$ cat config.mk
export PLATFORM = sky130hd
export DESIGN_NAME = spi_sclk_gen
export DESIGN_NICKNAME = d
export VERILOG_FILES = /design/src/rtl/spi_sclk_gen.sv
export SDC_FILE = /design/constraint.sdc
export NUM_CORES = 1
export LEC_CHECK = 0
export CORE_ASPECT_RATIO = 1.25
export CORE_MARGIN = 5
export CORE_UTILIZATION = 40
export DETAILED_ROUTE_END_ITERATION = 10
export GPL_TIMING_DRIVEN = 0
export SLEW_MARGIN = 20
export SYNTH_ARGS = -nofsm -noshare
export SYNTH_HDL_FRONTEND = slang
export SYNTH_SLANG_ARGS = --single-unit
$ cat constraint.sdc
create_clock -name clk -period 2.53 [get_ports clk]
set_clock_uncertainty 0.1 [all_clocks]
set_input_delay 0.6325 -clock clk [delete_from_list [all_inputs] [get_ports clk]]
set_output_delay 0.6325 -clock clk [all_outputs]
set_load 0.05 [all_outputs]
$ cat src/rtl/spi_sclk_gen.sv
// SPI master serial-clock generator: frames one DATA_W-bit transfer per start
// and emits registered sclk/cs_n plus single-cycle edge strobes.
module spi_sclk_gen #(
  parameter int DATA_W = 8,
  parameter int DIV_W  = 8
) (
  input  logic             clk,
  input  logic             rst,
  input  logic             start,
  input  logic             cpol,
  input  logic [DIV_W-1:0] clk_div,
  output logic             busy,
  output logic             done,
  output logic             cs_n,
  output logic             sclk,
  output logic             first_edge,
  output logic             leading_edge,
  output logic             trailing_edge
);

  localparam int EDGES = 2 * DATA_W;
  localparam int KW    = $clog2(EDGES + 1);

  typedef enum logic [1:0] {IDLE, START, RUN, HOLD} state_t;

  state_t           state_q, state_d;
  logic [DIV_W-1:0] cnt_q, cnt_d;
  logic [DIV_W-1:0] div_q, div_d;
  logic [KW-1:0]    k_q, k_d;
  logic             cpol_q, cpol_d;
  logic             busy_q, busy_d;
  logic             done_q, done_d;
  logic             cs_n_q, cs_n_d;
  logic             sclk_q, sclk_d;
  logic             fe_q, fe_d;
  logic             le_q, le_d;
  logic             te_q, te_d;
  logic             wrap;

  assign wrap = (cnt_q == div_q);

  always_comb begin
    state_d = state_q;
    cnt_d   = cnt_q;
    div_d   = div_q;
    k_d     = k_q;
    cpol_d  = cpol_q;
    busy_d  = busy_q;
    done_d  = 1'b0;
    cs_n_d  = cs_n_q;
    sclk_d  = sclk_q;
    fe_d    = 1'b0;
    le_d    = 1'b0;
    te_d    = 1'b0;
    case (state_q)
      IDLE: begin
        sclk_d = cpol;
        busy_d = 1'b0;
        cs_n_d = 1'b1;
        if (start) begin
          state_d = START;
          cpol_d  = cpol;
          div_d   = clk_div;
          cnt_d   = '0;
          k_d     = '0;
          fe_d    = 1'b1;
          busy_d  = 1'b1;
          cs_n_d  = 1'b0;
        end
      end
      // START is the first counted cycle of the first half-period.
      START, RUN: begin
        state_d = RUN;
        cnt_d   = wrap ? '0 : cnt_q + 1'b1;
        if (wrap) begin
          sclk_d = ~sclk_q;
          k_d    = k_q + 1'b1;
          if (!k_q[0]) le_d = 1'b1;
          else         te_d = 1'b1;
          if (k_q == KW'(EDGES - 1)) state_d = HOLD;
        end
      end
      HOLD: begin
        cnt_d = wrap ? '0 : cnt_q + 1'b1;
        if (wrap) begin
          state_d = IDLE;
          done_d  = 1'b1;
          busy_d  = 1'b0;
          cs_n_d  = 1'b1;
        end
      end
      default: state_d = IDLE;
    endcase
  end

  always_ff @(posedge clk) begin
    if (rst) begin
      state_q <= IDLE;
      cnt_q   <= '0;
      div_q   <= '0;
      k_q     <= '0;
      cpol_q  <= 1'b0;
      busy_q  <= 1'b0;
      done_q  <= 1'b0;
      cs_n_q  <= 1'b1;
      sclk_q  <= 1'b0;
      fe_q    <= 1'b0;
      le_q    <= 1'b0;
      te_q    <= 1'b0;
    end else begin
      state_q <= state_d;
      cnt_q   <= cnt_d;
      div_q   <= div_d;
      k_q     <= k_d;
      cpol_q  <= cpol_d;
      busy_q  <= busy_d;
      done_q  <= done_d;
      cs_n_q  <= cs_n_d;
      sclk_q  <= sclk_d;
      fe_q    <= fe_d;
      le_q    <= le_d;
      te_q    <= te_d;
    end
  end

  assign busy          = busy_q;
  assign done          = done_q;
  assign cs_n          = cs_n_q;
  assign sclk          = sclk_q;
  assign first_edge    = fe_q;
  assign leading_edge  = le_q;
  assign trailing_edge = te_q;

endmodule

; ---- Word level (Yosys, flattened, before mapping)
; Cells that the tools add are included.
[totals]
regBits = 30
input_bits = 12
out_inout_bits = 7
word_cells = 61
[op_classes]
add_sub_neg = 2
n_eq_ne = 8
muxes = 22
n_bitwise = 5
reduce_logical = 13
[op_table]
columns = operator, n
row1 = 2-to-1 mux 8 bit, 2
row2 = one-hot mux 8 bit (2 select lines), 1
row3 = 2-to-1 mux 1 bit, 10
row4 = 2-to-1 mux 5 bit, 2
row5 = one-hot mux 5 bit (2 select lines), 1
row6 = adder 8 x 1 -> 8 bit (second input constant), 1
row7 = == test 8 bit, 1
row8 = AND reduction 2 bit, 4
row9 = != test 2 bit (second input constant), 3
row10 = one-hot mux 1 bit (2 select lines), 3
row11 = one-hot mux 2 bit (3 select lines), 1
row12 = OR reduction 2 bit, 3
row13 = OR reduction 3 bit, 2
row14 = adder 5 x 1 -> 5 bit (second input constant), 1
row15 = == test 5 x 4 -> 1 bit (second input constant), 1
row16 = inverter 1 bit, 5
row17 = == test 2 bit (second input constant), 2
row18 = 2-to-1 mux 2 bit, 2
row19 = nonzero test 2 bit, 2
row20 = AND reduction 3 bit, 1
row21 = == test 2 x 1 -> 1 bit (second input constant), 1
row22 = zero test 2 bit, 1

; ---- Logic depth before layout (Yosys ltp)
; Gate-level depths: netlist (run 1).
[logic_depth]
ltp_word = 4
mapped_depth = 8
ltp_nobuf = 7

; ---- Least setup slack after synthesis (run 1)
; Ideal clock, no wire load.
[synth_path]
kind = reg2reg
startpoint = reg state_q[0]
endpoint = reg k_q[1]
setup_ns = 0.118
arrival_time_ns = 1.578
required_ns = 2.312
slack_ns = 0.734
stages_incl_launch_ff = 9
n_path_buf = 1
synth_period_minus_slack_ns = 1.796
path_cell_list = dfxtp_1 inv_1 ha_1 and2_1 buf_2 a21oi_1 nor2b_1 mux2i_1 o21ai_1
[synth_via]
elab_chain_len = 4
elab_cells_between_ends = 9
classes_between = 4 x eq/ne / 1 x mux / 4 x reduce/logical
[synth_lines]
columns = element, line_no
row1 = from (decl), 26  ; state_t state_q, state_d;
row2 = from (signal assigned), 111  ; state_q <= state_d;
row3 = == test 2 x 1 -> 1 bit or == test 2 bit (tied branches), 55  ; case (state_q)
row4 = OR reduction 2 bit, 55
row5 = != test 2 bit (no line) or nonzero test 2 bit (tied branches), n/a
row6 = AND reduction 3 bit (no line), n/a
row7 = to (signal assigned), 114  ; k_q <= k_d;
row8 = to (decl), 29  ; logic [KW-1:0] k_q, k_d;
; Parallel ways exist; a longest one is shown, timed or not.
; A chain may end at the register's enable or synchronous reset.

; ---- Worst setup path in the final report (run 1)
[layout_path]
startpoint = in start
endpoint = reg k_q[1]
[layout_via]
elab_chain_len = 2
[layout_lines]
columns = element, line_no
row1 = from (decl), 9  ; input logic start,
row2 = != test 2 bit (no line), n/a
row3 = AND reduction 3 bit (no line), n/a
; Every way passes these cells.

==> results of run 1 <==
==> cell families after synthesis <==
logic type,count (synthesis)
simple gates,71
flops,30
compound gates,29
xor+xnor,14
buf+inv,12
mux,6
fa+ha+maj,6
==> state kept, by name (all words and copies together) (netlist names) <==
signal,flops
busy,1
cnt_q,8
cs_n,1
div_q,8
done,1
first_edge,1
k_q,5
leading_edge,1
sclk,1
state_q,2
trailing_edge,1
==> power by group through the flow <==
| stage | Combinational (mW) | Sequential [mW] | Clock (mW) |
|---|---|---|---|
| after detailed placement | 0.865 | 0.623 | 0 |
| after floorplan | 0.563 | 0.704 | 0 |
| after global placement | 0.843 | 0.617 | 0 |
| after global routing | 0.951 | 0.622 | 0.437 |
| after CTS | 0.868 | 0.612 | 0.406 |
| final | 0.857 | 0.611 | 0.394 |
==> layer usage <==
layer	track usage (%)	share of wire, %	routed length, µm
met5	0	0	0
met1	14.9	40	1220
met4	6.03	2.2	68
met3	4.82	2.8	84
met2	22.4	54	1650
==> worst max-delay path, cell delays in order <==
cell,delay (ns)
clkdlybuf4s50_1,0.45
and2_1,0.17
buf_2,0.17
a21oi_1,0.49
nor2b_1,0.10
mux2i_1,0.16
o21ai_1,0.08
==> placed cells by master (no fill, tap or decap), types with 6 or more instances in the layout <==
| cell type | n |
|---|---|
| dfxtp_1 | 30 |
| clkdlybuf4s50_1 | 17 |
| a21oi_1 | 16 |
| clkbuf_8 | 6 |
| inv_1 | 6 |
| nor2_1 | 12 |
| ha_1 | 6 |
| nand2_1 | 29 |
| nand3_1 | 6 |
| xor2_1 | 13 |
==> layout make-up <==
type / instances / area [µm²] / share of cell area [%]
Clock buffer: 7 / 86.3 / 4.90
Clock inverter: 1 / 5.00 / 0.284
Tap cell: 39 / 48.8 / 2.77
Inverter: 6 / 22.5 / 1.28
Sequential cell: 30 / 601 / 34.1
Buffer: 6 / 27.5 / 1.56
Multi-Input combinational cell: 126 / 800 / 45.4
Timing Repair Buffer: 17 / 170 / 9.67
==> stage by stage <==
stage,instances,setup WS (ns)
after floorplan,168,0.734
after global placement,224,0.0891
after detailed placement,224,0.0407
after CTS,232,0.320
after global routing,232,0.137
final,232,0.346
==> worst min path at each step <==
stage	startpoint	to	slack [ns]
2_1_floorplan	div_q[0]	div_q[0]	0.35
6_report	div_q[0]	div_q[0]	0.37
5_1_grt	div_q[5]	div_q[5]	0.40
3_3_place_gp	busy	busy	0.36
4_1_cts	div_q[0]	div_q[0]	0.37
3_5_place_dp	div_q[0]	div_q[0]	0.36
==> impl_results.md, run 1 <==
* Vias in the first global route at approximately 1200
* Worst hold path type: flop to flop
* Synth Area in Adders at a little over 5%
* Post-Syn Instances at around 170
* Post-synth ARST share at 0%
* Post-route cell area at approximately 1800 µm²
* Initial core utilization at 41.6%
* Max Slew Vio Count at 0
* Die X at between 60 and 70 µm
* Status: finished clean
* Minimum clock period at ~2.2 ns
* N_diodes at 0
* PostCTS Resize Cnt at 0
* GRT Overall Usage at around an eighth
* Final setup TNS at 0 ns
* Port buffer count at 17
* TritonCTS buffer count at 5
* Yosys top cell by area: dfxtp_1
* CP Capture Type: flop
* Peak supply drop at slightly above 0.6 mV
* Die ar. at between 4000 and 5000 µm²
* Sequential share of the synthesized area at 41.4%
* Congestion Overflow GR at 0
* Initial DRC Count at 34
* Top post-synthesis cells by area: dfxtp_1 41%, xor2_1 7.9%, nand2_1 7.5%, a21oi_1 5.5%, ha_1 5.2%
* EDFF count, synth at 0
* # setup viols final at 0
* Synth cell types at 35
* Worst Path Arrival at around 2.3 ns
* Share of the synthesized area in the top cell type at 41.4%
* WHS at 0.371 ns
* Hold Fails Final Rpt at 0
* Vias per cell at 5.23
* Slew headroom at 60.6%
* Unrepaired setup endpoints after global routing: no
* Setup bufs post-CTS at 0
* Initial antenna violation count at 0
* P&R area growth vs syn at 21.4%
* Fin nets at 210
* # IOs at 19
* Simple-gate share of the synthesized area at 26.0%
* # rows at 24
* Worst-Margin Slew at a little under 0.6 ns
* Sw frac at slightly above 40%
* Clock Tree Root: clkbuf_8
* # DRC at 0
* Placed cell area at 1670 µm²
* Switching power at about 760 µW
* Ys Warns at 0
* Clock Sink Count at 30
* Power Dens Cells at approximately 1100 nW/µm²
* Flop pwr share at between 30% and 40%
* Mux share of post-synthesis cell area at 4.57%
* Mapped Area at ~1500 µm²
* Tcrit/Tclk final at between 80 and 90%
* Worst EP required at 2.60 ns
* Die H at 77.3 µm
* Startpoint types: input port
* Max Fclk at 0.458 GHz
* Synth top cells by count: 30 x dfxtp_1, 29 x nand2_1, 16 x a21oi_1
* Main combinational cell family by area after synthesis: simple AND/OR/NAND/NOR gates
* DRT Wirelength at between 3 and 4 mm
* Combinational power share at 46.0%
* Complex-gate fraction of the synthesized area at 11.0%
* Cts hold-fix bufs at 0
* Max cap viols at 0
* Layout cell share with drive strength beyond 1 at under 10%
* Cells on worst reg2reg path at 8
* Synth Area in XOR/XNOR at 8.46%
* Synth Net Count at 186
* Final ANT Viol Nets at 0
* R2r endpoint: k_q[1]
* Critical path type: input port to flop
* DP HPWL at roughly 2.3 mm
* Most common cell in the netlist: dfxtp_1
* First drt pass iteration count at 4
* Worst reg2reg path startpoint: state_q[0]
* Top FF cell, synth: dfxtp_1
* Post-Syn Area per Cell at approximately 8.6 µm²
* Clock power frac at 21.2%
* TritonCTS clock tree: yes
* Clock Pin Slew Worst Setup and Hold Paths at about 0.060 ns
* Core ar. at between 3000 and 4000 µm²
* Crit path launch: start
* Internal power at 1.10 mW
* Crit path max fanout at 9
* Htree depth at 2
* Overall power at ~1.9 mW
* FF+latch count, synth at 30
* # fillers at between 300 and 400
* Static leakage at 0.714 nW
* Reg2Reg Setup Slack at roughly 0.43 ns
* Avg WL per Cell at between 10 and 15 µm
* Vias at 1214
* First-pass GRT wire length at ~5.3 mm
* CP Capture Point: k_q[1]
* Clock Path Buffers at 2
* Hold depth at 2
* Largest net degree at the start of global routing at 11
* Post-layout util at around 51%
* RD Place Congestion at slightly below 0.8
* Clock latency on the worst-skew pair at 0.28 ns
Power figures use the tool's default switching activity.
==> inputs of run 2 (changes only) <==
Settings changed: CORE_UTILIZATION 40 to 45, PLACE_DENSITY set to 0.67.
Clock period 2.53 ns to 2.23 ns, I/O delays scaled along.
==> run 2 against run 1 <==
Global-route usage increased by 3.0 points; via count is 1.7% higher; worst hold slack improved by 0.0028 ns; flip-flop and latch count unchanged.
==> impl_results.md, run 2 (same netlist as run 1, synthesis figures left out) <==
* Status: finished clean
* TritonCTS buffer count at 5 (unchanged)
* Highest-delay cell along the critical path: clkdlybuf4s50_1
* DP HPWL at 2.43 mm (+4.1%)
* Post-Layout Cell Count at 229 (-1.3%)
* Most common cell after layout, fill and taps aside: dfxtp_1
* CP Capture Type: primary output
* Crit path max fanout at 3 (-6)
* Most frequent cells in the layout: 30 x dfxtp_1, 29 x nand2_1, 17 x clkdlybuf4s50_1
* Clock latency on the worst-skew pair at 0.28 ns (about the same)
* N_diodes at 0 (unchanged)
* Placed insts at 222 (-0.89%)
* Slew headroom at 66.4% (+5.9 points)
* TritonCTS clock tree: yes
* Register Area at 601 µm² (unchanged)
* Clock Sink Count at 30 (unchanged)
* Minimum clock period at approximately 2.1 ns
* First-pass GRT wire length at 5.40 mm (+2.2%)
* Clock Path Buffers at 2 (unchanged)
* Die ar. at 4470 µm² (-9.6%)
* Final ANT Viol Nets at 0 (unchanged)
* Avg WL per Cell at 14.2 µm (+9.1%)
* Power Dens Cells at 1200 nW/µm² (+13%)
* Peak supply drop at 0.865 mV (+40%)
* Die H at 73.5 µm (-5.0%)
* # IOs at 19 (unchanged)
* Worst hold path type: flop to flop
* Initial antenna violation count at 0 (unchanged)
* Layout cell share with drive strength beyond 1 at 9.38% (+0.57 points)
* Unrepaired setup endpoints after global routing: no
* Startpoint types: flop
* # fillers at 309 (-13%)
* Vias per cell at 5.39 (+3.1%)
* # DRC at 0 (unchanged)
* Max Fclk at 0.474 GHz
* Vias at 1235 (+1.7%)
* Hold Fails Final Rpt at 0 (unchanged)
* P&R area growth vs syn at 20.6%
* WP buf/inv at 1 (-1)
* Port buffer count at 17 (unchanged)
* DRT Wirelength at 3.26 mm (+7.7%)
* Max Slew Vio Count at 0 (unchanged)
* Fin nets at 210 (unchanged)
* Critical path type: flop to primary output
* Top Registers: cnt_q x8, div_q x8, k_q x5
* Vias in the first global route at 1267 (+6.4%)
* Tcrit/Tclk final at between 90% and 100%
* Initial core utilization at 45.8% (+4.2 points)
* Worst Path Arrival at 1.45 ns (-0.80 ns)
* Initial DRC Count at 38 (+12%)
* RD Place Congestion at 0.783 (+0.64%)
* Overall power at 2.10 mW (+13%)
* CP top delay family: buffers and inverters
* Core ar. at 3170 µm² (-9.1%)
* Die X at 60.8 µm (-4.8%)
* GRT Overall Usage at 16.3% (+3.0 points)
* Max cap viols at 0 (unchanged)
* Worst-Margin Slew at 0.502 ns (-0.0894 ns)
* Htree depth at 2 (unchanged)
* # setup viols final at 0 (unchanged)
* Area of the multi-input gates at 803 µm² (+0.47%)
* Largest net degree at the start of global routing at 11 (unchanged)
* # rows at 23 (-4.2%)
* Worst-path cell chain: clkdlybuf4s50_1
* Clock Pin Slew Worst Setup and Hold Paths at 0.06 ns (about the same)
* Clock Tree Root: clkbuf_8
* WHS at 0.374 ns (+0.00282 ns)
* Slowest Stage Delay on Critical Path at 0.81 ns (+0.32 ns)
* Static leakage at 0.710 nW (-0.57%)
* Worst EP required at 1.57 ns (-1.03 ns)
* First drt pass iteration count at 4 (unchanged)
* Congestion Overflow GR at 0 (unchanged)
==> run 2: final timing paths <==
path / from / end / slack, ns / depth (start not counted)
setup / recovery: sclk / sclk / 0.12 / 1
hold / removal: div_q[7] / div_q[7] / 0.37 / 2
setup reg to reg: state_q[0] / k_q[2] / 0.26 / 7
hold reg to reg: div_q[7] / div_q[7] / 0.37 / 2
==> run 2: where the power goes <==
part | total, mW | internal (mW) | switching (mW) | leakage, nW
clock | 0.408 | 0.209 | 0.199 | 0.0438
sequential | 0.696 | 0.627 | 0.0696 | 0.244
combinational | 0.993 | 0.375 | 0.619 | 0.422
==> run 2: layout make-up <==
| type | count | area share [%] |
|---|---|---|
| Clock buffer | 5 | 3.93 |
| Inverter | 6 | 1.29 |
| Buffer | 6 | 1.57 |
| Tap cell | 37 | 2.65 |
| Multi-Input combinational cell | 126 | 45.9 |
| Clock inverter | 2 | 0.572 |
| Timing Repair Buffer | 17 | 9.73 |
| Sequential cell | 30 | 34.3 |
==> run 2: worst min-delay path, stage by stage (launching register included) <==
cell,delay [ns]
dfxtp_1,0.32
nand2_1,0.05
a21oi_1,0.05
==> run 2: per-layer routing <==
layer	up-vias	track usage (%)	wire length, µm
li1	621	-	-
met2	32	26.8	1580
met1	576	18.7	1410
met3	6	5.45	199
met5	-	0	0
met4	0	7.95	64
==> run 2: stage by stage <==
step	util, %	area (µm²)	TNS (ns)	setup slack, ns
2_1_floorplan	-	1450	0	0.434
3_3_place_gp	52.6	1670	-0.409	-0.132
3_5_place_dp	52.6	1670	-0.764	-0.191
4_1_cts	55.1	1750	0	0.0831
5_1_grt	55.3	1750	0	0.0668
6_report	55.3	1750	0	0.119
==> run 2: what timing repair did <==
action	CTS	global route
endpoints found under the setup margin	0	1
gates resized for setup	0	1
hold buffers	0	0
setup buffers	0	0
==> inputs of run 3 (changes only) <==
Settings changed: CORE_ASPECT_RATIO 1.25 to not set, CORE_MARGIN 5 to not set, CORE_UTILIZATION 45 to 40, PLACE_DENSITY 0.67 to not set.
==> run 3 against run 2 <==
Global-route usage up 1.4 points; routed wire length decreased by 7.0%; non-clock buffer count is the same; critical path depth did not move; worst hold slack worse by 0.0016 ns; final cell count grew 4.4%; largest cell class unchanged.
==> impl_results.md, run 3 (same netlist as run 1, synthesis figures left out) <==
* Crit path depth at 1 (unchanged)
* Final ANT Viol Nets at 0 (unchanged)
* Status: finished clean
* N_diodes at 0 (unchanged)
* CP Capture Type: primary output
* DP HPWL at 2.20 mm (-9.6%)
* Cts hold-fix bufs at 0 (unchanged)
* # setup viols final at 0 (unchanged)
* GRT Overall Usage at 17.8% (+1.4 points)
* Clock Path Buffers at 2 (unchanged)
* Congestion Overflow GR at 0 (unchanged)
* Post-layout util at 51.0% (-4.3 points)
* Clock Pin Slew Worst Setup and Hold Paths at 0.09 ns (+0.03 ns)
* R2r endpoint: k_q[2]
* Crit path launch: sclk
* First drt pass iteration count at 6 (+2)
* Unrepaired setup endpoints after global routing: no
* Core ar. at 3420 µm² (+7.9%)
* Reg2Reg Setup Slack at 0.27 ns (about the same)
* CP Capture Point: sclk
* Vias at 1215 (-1.6%)
* Max Slew Vio Count at 0 (unchanged)
* Top Registers: cnt_q x8, div_q x8, k_q x5
* Max cap viols at 0 (unchanged)
* Largest net degree at the start of global routing at 11 (unchanged)
* Initial DRC Count at 24 (-37%)
* Layout cell share with drive strength beyond 1 at 9.33% (-0.049 points)
* # DRC at 0 (unchanged)
* WP buf/inv at 1 (unchanged)
* First-pass GRT wire length at 5.31 mm (-1.8%)
* Tcrit/Tclk final at 97.8% (+3.1 points)
* Clock Tree Root: clkbuf_4
* # rows at 21 (-8.7%)
* TritonCTS clock tree: yes
* Clock latency on the worst-skew pair at 0.33 ns (+0.05 ns)
* Clock Sink Count at 30 (unchanged)
* CP top delay family: buffers and inverters
* Hold Fails Final Rpt at 0 (unchanged)
* Slowest Stage Delay on Critical Path at 0.81 ns (about the same)
* Worst EP required at 1.57 ns (about the same)
* Die X at 62.2 µm (+2.4%)
* Power Dens Cells at 1170 nW/µm² (-2.7%)
* Worst-Margin Slew at 0.507 ns (+0.00459 ns)
* Peak supply drop at 0.560 mV (-35%)
* Vias per cell at 5.08 (-5.7%)
* Minimum clock period at 2.18 ns (+0.0688 ns)
* Port buffer count at 17 (unchanged)
* Crit path max fanout at 3 (unchanged)
* Slew headroom at 66.1% (-0.31 points)
* Avg WL per Cell at 12.7 µm (-11%)
* Htree depth at 2 (unchanged)
* Worst-path cell chain: clkdlybuf4s50_1
* Worst Path Arrival at 1.52 ns (+0.07 ns)
* Die ar. at 3870 µm² (-13%)
* Worst hold path type: flop to flop
* P&R area growth vs syn at 20.1%
* Most frequent cells in the layout: 30 x dfxtp_1, 29 x nand2_1, 17 x clkdlybuf4s50_1
* PostCTS Resize Cnt at 0 (unchanged)
* Most common cell after layout, fill and taps aside: dfxtp_1
* TritonCTS buffer count at 5 (unchanged)
* DRT Wirelength at 3.03 mm (-7.0%)
* Vias in the first global route at 1173 (-7.4%)
* Initial antenna violation count at 0 (unchanged)
* Fin nets at 210 (unchanged)
* Critical path type: flop to primary output
* Place WS at -0.267 ns (-0.0760 ns)
* # IOs at 19 (unchanged)
* Fin worst setup slack at 0.0499 ns (-0.0688 ns)
* Setup bufs post-CTS at 0 (unchanged)
* Max Fclk at 0.459 GHz (-3.2%)
* Static leakage at 0.702 nW (-1.2%)
* Highest-delay cell along the critical path: clkdlybuf4s50_1
* Startpoint types: flop
* Worst reg2reg path startpoint: state_q[0]
* Initial core utilization at 42.5% (-3.4 points)
* RD Place Congestion at 0.758 (-3.2%)
* Die H at 62.2 µm (-15%)
* Cells on worst reg2reg path at 7 (unchanged)
[run 3: final cells by class]
cell class	instances	area, µm²
Buffer	6	27.5
Clock buffer	7	55.1
Clock inverter	1	5.00
Fill cell	349	1670
Inverter	6	22.5
Multi-Input combinational cell	126	803
Sequential cell	30	601
Tap cell	46	57.6
Timing Repair Buffer	17	170
[run 3: through the flow]
stage	TNS, ns	cells	power (mW)	instance area [µm²]	hold WS, ns
final	0	239	2.03	1740	0.372
after global routing	0	239	2.19	1740	0.405
after CTS	0	239	2.04	1740	0.378
after detailed placement	-1.17	231	1.70	1680	0.365
after global placement	-0.656	231	1.65	1680	0.357
after floorplan	0	168	1.44	1450	0.348
[run 3: layer usage]
layer / up-vias / track usage (%) / wire (µm)
met5: - / 0 / 0
met4: 0 / 7.85 / 59
met3: 7 / 5.51 / 125
met2: 24 / 28.4 / 1400
met1: 559 / 21.9 / 1450
li1: 625 / - / -
[run 3: how the worst min path moves through the flow]
stage / startpoint / endpoint / slack [ns] / cells after the start
2_1_floorplan: div_q[0] / div_q[0] / 0.35 / 2
5_1_grt: div_q[3] / div_q[3] / 0.40 / 2
3_3_place_gp: div_q[6] / div_q[6] / 0.36 / 2
4_1_cts: div_q[0] / div_q[0] / 0.38 / 2
6_report: div_q[0] / div_q[0] / 0.37 / 2
3_5_place_dp: div_q[0] / div_q[0] / 0.37 / 2
[run 3: report_power, final]
group	switching [mW]	internal, mW	total, mW
sequential	0.0670	0.626	0.693
clock	0.188	0.153	0.341
combinational	0.624	0.374	0.998
total	0.879	1.15	2.03
==> variant (flow settings as in run 3) <==
`k_q` no longer has a reset.
--- a/src/rtl/spi_sclk_gen.sv
+++ b/src/rtl/spi_sclk_gen.sv
@@ -100,3 +100,2 @@
       div_q   <= '0;
-      k_q     <= '0;
       cpol_q  <= 1'b0;
@@ -113,3 +112,2 @@
       div_q   <= div_d;
-      k_q     <= k_d;
       cpol_q  <= cpol_d;
@@ -123,2 +121,6 @@
     end
+  end
+
+  always_ff @(posedge clk) begin
+    k_q <= k_d;
   end
Formal check against the unedited RTL: same outputs for any inputs over 10 cycles, from zero or initial values and one cycle with rst high; that may be too few to reach the edited logic, so the function may still have changed.
==> variant against run 3 <==
  * Routed wire length up 15%
  * Critical path depth did not move
  * Core utilization up 0.12 points
  * Setup slack better by 0.058 ns
  * Cell count grew 2.9%
  * Area after synthesis up 9.1%
  * Power increased by 12%
  * Sequential cell count stayed put
  * Final area is 9.1% higher
  * Worst hold slack worse by 0.0061 ns
  * Largest power group unchanged
==> variant: results (changes against run 3) <==
Worst EP arrival=1.46 ns (-0.06 ns); worst slew pin tran=0.547 ns (+0.0401 ns); XOR/XNOR Fraction of Synth Area=9.49% (+1.0 points); most frequent cell after synthesis=nand2_1; Worst Hold Depth=2 (unchanged); routed via count=1,344 (+11%); TritonCTS buffer count=5 (unchanged); Peak VDD IR=0.681 mV (+22%); hpwl dp=2480 um (+13%); layout cells sized above 1=10.1% (+0.77 points); detailed-route wire length per cell=14.2 um (+12%); CP max stage cell=clkdlybuf4s50_1; GRT Util Overall=19.1% (+1.4 points); top flop regs=cnt_q: 8 flops, div_q: 8 flops, k_q: 5 flops; FILL cells=374 (+7.2%); commonest register cell after synthesis=dfxtp_1; CP top delay family=buffers and inverters; clock latency on the worst-skew pair=0.29 ns (-0.04 ns); complex-gate fraction of the synthesized area=14.8% (+3.8 points); Worst-path clk slew=0.06 ns (-0.03 ns); Hold WC Path Type=register to register; ys async rst share=0% (unchanged); LEAKAGE=0.662 nW (-5.6%); fraction of the mapped netlist area in adder cells=4.74% (-0.43 points); number of flops mapped to enable cells by yosys=5 (+5); nets@finish=216 (+2.9%); Max Root-Sink Buffers=2 (unchanged); Distinct cells, synth=46 (+31%); gpl congestion=0.781 (+3.0%); vias in the first global route=1,261 (+7.5%); mux cell area share after synthesis=0.632% (-3.9 points); synth top area cells=dfxtp_1 32%, edfxtp_1 9.5%, nand2_1 6.4%; Synthesis Warnings=0 (unchanged); Synth Net Count=193 (+3.8%); first-pass GRT wire length=5950 um (+12%); drt first pass iters=4 (-2); CTS root buf=clkbuf_8; r2r worst-path depth=7 (unchanged); Synth top cells by count=27 x nand2_1, 25 x dfxtp_1, 13 x a21oi_1, 9 x nand3_1, 8 x inv_1; status=finished, final reports clean; initial drt markers=74 (+210%); largest net degree at the start of global routing=11 (unchanged); Seq/Total Area, Yosys=41.1% (-0.31 points); diode count=0 (unchanged); H-tree depth=2 (unchanged)
variant: changes by cell type after synthesis, sizes merged, moves of 5 or more:
cell,before,now
o21ai,7,2
dfxtp,30,25
nor2,12,7
xor2,13,2
edfxtp,0,5
xnor2,1,10
variant: metal layers:
layer  routed length, um  GRT usage, %  vias to the layer above  part of all wire, %
met4                  91          10.3                        0                  2.6
li1                    -             -                      671                    -
met2                1670          30.7                       35                   48
met5                   0             0                        -                    0
met3                 162          5.99                        8                  4.6
met1                1560          22.5                      630                   45
variant: through the flow:
step	worst slack (ns)	area, um2	setup TNS, ns	std cells
floorplan	0.280	1580	0	175
global placement	-0.131	1810	-0.706	240
detailed placement	-0.126	1810	-0.706	240
CTS	0.0926	1900	0	247
global route	0.000685	1900	0	246
finish	0.108	1900	0	246
variant: cells by family after synthesis:
logic type               Yosys count
buffers and inverters             19
adder cells (fa/ha/maj)            6
multiplexers                       1
XOR/XNOR                          12
AO/OA/AOI/OAI                     35
flip-flops                        30
AND/OR/NAND/NOR                   72
variant: final timing paths:
kind,start,end,slack (ns)
setup / recovery,sclk,sclk,0.11
hold / removal,busy,busy,0.37
setup reg to reg,state_q[0],state_q[1],0.21
hold reg to reg,busy,busy,0.37
variant: cell type report:
cell class | instances | area (um2) | share of cell area [%]
buffer | 9 | 37.5 | 1.98
clock buffer | 7 | 86.3 | 4.55
inverter | 9 | 33.8 | 1.78
multi-input combinational | 126 | 861 | 45.3
sequential | 30 | 651 | 34.3
tap | 48 | 60.1 | 3.16
timing repair buffer | 17 | 170 | 8.96
variant: power breakdown:
part	total, mW	switching, mW	internal, mW
combinational	1.00	0.637	0.367
clock	0.445	0.201	0.244
sequential	0.821	0.105	0.716
total	2.27	0.943	1.33
variant: timing repair:
item                       4_1_cts  5_1_grt
setup buffers                    0        0
setup endpoints to repair        5        6
hold buffers                     0        0
resized for setup                1        1
variant: worst register-to-register path: cells and delay by family (launching register included):
| kind | cells | cell delay [ns] |
|---|---|---|
| buffers and inverters | 2 | 0.51 |
| and+or+nand+nor | 2 | 0.34 |
| DFF | 1 | 0.32 |
| AOI/OAI and AO/OA | 2 | 0.31 |
| adders and majority gates | 1 | 0.29 |
